`config.mk`:
```
export PLATFORM = sky130hd
export DESIGN_NAME = rep5_serial_tx
export DESIGN_NICKNAME = d
export VERILOG_FILES = /design/src/rtl/rep5_serial_tx.sv
export SDC_FILE = /design/constraint.sdc
export NUM_CORES = 1
export LEC_CHECK = 0
export CORE_MARGIN = 1
export CORE_UTILIZATION = 52
export DETAILED_ROUTE_END_ITERATION = 7
export PLACE_DENSITY = 0.79
export SYNTH_ARGS = -nofsm -noshare
export SYNTH_HDL_FRONTEND = slang
export SYNTH_SLANG_ARGS = --single-unit
```
`constraint.sdc`:
```
create_clock -name clk -period 4.65 [get_ports clk]
set_clock_uncertainty 0.1 [all_clocks]
set_input_delay 1.395 -clock clk [delete_from_list [all_inputs] [get_ports clk]]
set_output_delay 1.395 -clock clk [all_outputs]
set_load 0.01 [all_outputs]
```
`src/rtl/rep5_serial_tx.sv`:
```
// rtl/rep5_serial_tx.sv - repetition-code serial transmitter, LSB first
// Each data bit is sent REP times in a row; first/last flags frame the word.
module rep5_serial_tx #(
  parameter int DATA_W = 8,
  parameter int REP    = 5
) (
  input  logic              clk,
  input  logic              rst_n,
  input  logic [DATA_W-1:0] in_data,
  input  logic              in_valid,
  output logic              in_ready,
  output logic              tx_bit,
  output logic              tx_valid,
  input  logic              tx_ready,
  output logic              tx_first,
  output logic              tx_last,
  output logic              busy
);

  localparam int BW = (DATA_W > 1) ? $clog2(DATA_W) : 1;
  localparam int RW = $clog2(REP);
  localparam logic [BW-1:0] BIT_LAST = BW'(DATA_W - 1);
  localparam logic [RW-1:0] REP_LAST = RW'(REP - 1);

  typedef enum logic {IDLE, SEND} state_t;

  state_t            state, state_nx;
  logic [DATA_W-1:0] sh, sh_nx;
  logic [BW-1:0]     bit_idx, bit_idx_nx;
  logic [RW-1:0]     rep_cnt, rep_cnt_nx;
  logic              in_fire, tx_fire;

  assign tx_valid = (state == SEND);
  assign busy     = tx_valid;
  assign tx_bit   = sh[0];
  assign tx_first = tx_valid && (bit_idx == '0) && (rep_cnt == '0);
  assign tx_last  = tx_valid && (bit_idx == BIT_LAST) && (rep_cnt == REP_LAST);
  assign tx_fire  = tx_valid && tx_ready;
  // Accepting on the last handshake lets the next frame follow with no gap.
  assign in_ready = (state == IDLE) || (tx_last && tx_fire);
  assign in_fire  = in_valid && in_ready;

  always_ff @(posedge clk or negedge rst_n) begin
    if (!rst_n) begin
      state   <= IDLE;
      sh      <= '0;
      bit_idx <= '0;
      rep_cnt <= '0;
    end else begin
      state   <= state_nx;
      sh      <= sh_nx;
      bit_idx <= bit_idx_nx;
      rep_cnt <= rep_cnt_nx;
    end
  end

  always_comb begin
    state_nx   = state;
    sh_nx      = sh;
    bit_idx_nx = bit_idx;
    rep_cnt_nx = rep_cnt;
    case (state)
      IDLE: begin
        if (in_fire) begin
          state_nx   = SEND;
          sh_nx      = in_data;
          bit_idx_nx = '0;
          rep_cnt_nx = '0;
        end
      end
      SEND: begin
        if (tx_fire) begin
          if (tx_last) begin
            if (in_fire) begin
              sh_nx      = in_data;
              bit_idx_nx = '0;
              rep_cnt_nx = '0;
            end else begin
              state_nx = IDLE;
            end
          end else if (rep_cnt != REP_LAST) begin
            rep_cnt_nx = rep_cnt + 1'b1;
          end else begin
            rep_cnt_nx = '0;
            bit_idx_nx = bit_idx + 1'b1;
            sh_nx      = sh >> 1;
          end
        end
      end
      default: state_nx = IDLE;
    endcase
  end

endmodule

```
Word level (Yosys, flattened, before mapping) --
Cells that the tools add are included.
Operators by class: bitwise logic cells 1, equal/unequal tests 5, reductions and logical operators 11, add/sub/neg operators 2, mux-type cells 19
Operators by type and width (count):
- 2-to-1 mux 8 bit | 4
- 2-to-1 mux 3 bit | 8
- case mux 8 bit (2 select lines) | 1
- case mux 3 bit (2 select lines) | 2
- logical AND 1 bit | 7
- adder 3 x 1 -> 3 bit, second input constant | 2
- equality test 3 bit, second input constant | 2
- zero test 3 bit | 2
- inequality test 3 bit, second input constant | 2
- 2-to-1 mux 1 bit | 3
- inequality test 2 x 1 -> 1 bit, second input constant | 1
- case mux 1 bit (2 select lines) | 1
- AND reduction 2 bit | 1
- logical OR 1 bit | 1
- inverter 1 bit | 1
Word-level totals: logic and storage cells 42, register bits 15, input bits 12, output and inout port bits 6

Depth between registers and ports, before layout --
word-level depth 10, mapped depth 6

Least setup slack after synthesis --
No wires, ideal clock.
path kind input -> output, start point in tx_ready, end point out in_ready, arrival time 1836 ps, cell stages on the path 2, setup slack 1319 ps, cell sequence and4_1 > or2b_1
On the way: longest elaborated chain between the ends 3
RTL lines:
- start, declared | RTL line 14 | input logic tx_ready,
- logical AND 1 bit | RTL line 38 | assign tx_fire = tx_valid && tx_ready;
- logical AND 1 bit | RTL line 40 | assign in_ready = (state == IDLE) || (tx_last && tx_fire);
- logical OR 1 bit | RTL line 40
- end, declared | RTL line 11 | output logic in_ready,
No other way between the ends.

Final worst setup path --
Ends and elaborated chain as after synthesis.

==> results_dict.tcl <==
set metrics [dict create \
    ys_types 26 \
    pre_cts_ws_ns 0.355 \
    die_w_um 41.9 \
    gr-usage-all-layers 0.213 \
    vias_per_cell 5.94 \
    relSlewSlack 0.541 \
    reg2reg_slack_ns 2.75 \
    use_met1 0.299 \
    cts_num_sinks 15 \
    arrival_ns 2.82 \
    fin_crit_ns 4.32 \
    cts_tree "yes" \
    initial_utilization 0.551 \
    grt_pass1_vias 637 \
    maxSlewViolCount 0 \
    dp_hpwl_mm 1.10 \
    holdPathStages 1 \
    vias 642 \
    grt_first_pass_wirelength_mm 2.81 \
    crit_path_cell_trace "clkdlybuf4s50_1 > and4_1 > or2b_1 > clkdlybuf4s50_1" \
    yosys_warnings 0 \
    hold_path.class "reg -> reg" \
    grt-busiest-layer "met2" \
    drtIter0Drc 26 \
    cp_max_fo 3 \
    antenna_found_initial 0 \
    coreArea_um2 1510 \
    clockRootBuffer "clkbuf_4" \
    rsz0062_at_grt "false" \
    whs_endpoint "sh[7]" \
    status "completed" \
    wl_per_cell_um 14.5 \
    die_height_um 41.9 \
    insertion_delay_ns 0.29 \
    finalHoldViolCount 0 \
    clkSlewWorstSetupHoldPaths_ns 0.10 \
    ctsResizeCount 0 \
    ys_seq_area_frac 0.452 \
    drc 0 \
    tightest_slew_ns 0.686 \
    numCtsBuffers 3 \
    finalNetCount 110 \
    fin_ws_ns 0.334 \
    setup_violations 0 \
    mostFrequentLayoutCells "17 x clkdlybuf4s50_1, 15 x dfrtp_1, 7 x inv_1, 7 x or3_1, 7 x o221a_2" \
    holdBufCountCts 0 \
    ir_drop_mv 0.311 \
    netlist_area_um2 830 \
    p_leak_nw 0.473 \
    dieArea_um2 1760 \
    cts_max_level 1 \
    synth_top_area_share 0.452 \
    r2r_end "bit_idx[0]" \
    grt_max_degree 16 \
    wl_mm 1.56 \
    grtUsageMet3 0.0261 \
    cp-start-kind "input port" \
    rows 14 \
    diodes 0 \
    grt.overflow.total 0 \
    yosys-top-cells-area "dfrtp_1 45%, o221a_2 9.5%, ha_1 7.5%, or3_1 5.3%, inv_1 3.2%" \
    routabilityCongestion 0.716 \
    criticalPathCategory "in -> out" \
    p_total_w 0.000486 \
    grt_use_met2 0.328 \
    ys_ff_latch 15 \
    synth_cells 72 \
    portBuffers 17 \
    cts_buffer_depth 2 \
    power.density_nw_per_um2 467 \
    final_cell_area_um2 1040 \
    max_cap_violations 0 \
    path_buf_inv 2 \
    critPathRequiredTime_ns 3.15 \
    critical-path-max-stage-delay_ns 0.54 \
    dpl_cell_area_um2 1010 \
    clock.fmax_mhz 232 \
    cpMostUsedCell "clkdlybuf4s50_1" \
    hp-start "sh[7]" \
    detail_route.first_pass.iterations 4 \
    slowest_stage "clkdlybuf4s50_1" \
    avgSynthCellArea_um2 11.5 \
    rr_startpoint "bit_idx[1]" \
    syn_nets 89 \
    io-pin-count 18 \
    drive_gt1_frac 0.185 \
    area_delta_synth_final_pct 25.3 \
    critPathCaptureType "output port" \
    layout_commonest_cell "clkdlybuf4s50_1" \
    drtAntennaViolNets 0 \
    post-cts-setup-buffer-count 0 \
    cp_top_family "buffers and inverters" \
    yosysTopAreaCell "dfrtp_1" \
    timing.final.crit_share 0.928 \
    r2r_cells 5 \
    fin_setup_tns_ns 0 \
]
[worst max path at each step]
stage,start,endpoint,slack (ns),depth (start not counted)
2_1_floorplan,tx_ready,in_ready,1.32,2
3_3_place_gp,tx_ready,in_ready,0.34,4
3_5_place_dp,tx_ready,in_ready,0.35,4
4_1_cts,tx_ready,in_ready,0.33,4
5_1_grt,tx_ready,in_ready,0.25,4
6_report,tx_ready,in_ready,0.33,4
[cell type report]
cell class | instances | area (µm²)
Sequential cell | 15 | 375
Clock inverter | 1 | 5.00
Clock buffer | 3 | 22.5
Inverter | 7 | 26.3
Fill cell | 127 | 467
Tap cell | 16 | 20.0
Timing Repair Buffer | 18 | 178
Multi-Input combinational cell | 48 | 413
[cells in the mapped netlist (all sizes together)]
cell type / number
nand2b: 1
nor4: 1
buf: 2
and3b: 1
nand2: 3
a32o: 1
a22o: 3
o31ai: 1
mux2i: 1
or2b: 1
and4: 1
o32ai: 1
a211o: 1
o21ai: 3
o221a: 7
a21oi: 3
inv: 7
nor2: 2
ha: 5
nand3: 2
mux2: 2
dfrtp: 15
a22oi: 1
or3: 7
[metrics by stage]
| stage | hold slack, ns | util | std cells |
|---|---|---|---|
| detailed placement | 0.377 | 0.672 | 104 |
| finish | 0.403 | 0.690 | 108 |
| CTS | 0.400 | 0.690 | 108 |
| global route | 0.404 | 0.690 | 108 |
| global placement | 0.380 | 0.672 | 104 |
| floorplan | 0.359 | - | 72 |
[where the power goes]
part           internal (W)  switching (W)  total (W)
registers          0.000182      0.0000376   0.000219
logic              0.000108      0.0000807   0.000189
clock network     0.0000320      0.0000457  0.0000778
[cells by family after synthesis]
kind of cell             count (synthesis)  synth area share
flip-flops                              15             0.452
multiplexers                             3            0.0392
adder cells (fa/ha/maj)                  5            0.0754
AND/OR/NAND/NOR                         19             0.148
AO/OA/AOI/OAI                           21             0.235
buffers and inverters                    9            0.0498
[registers in the layout, summed over array words and instances (netlist names)]
signal and cells:
sh 8, bit_idx 3, busy 1, rep_cnt 3
[metal layers]
metal / vias up / wire length, µm
met5: - / 0
met2: 19 / 709
met1: 305 / 747
li1: 315 / -
met4: 0 / 23
met3: 3 / 82
Power figures use the tool's default switching activity.
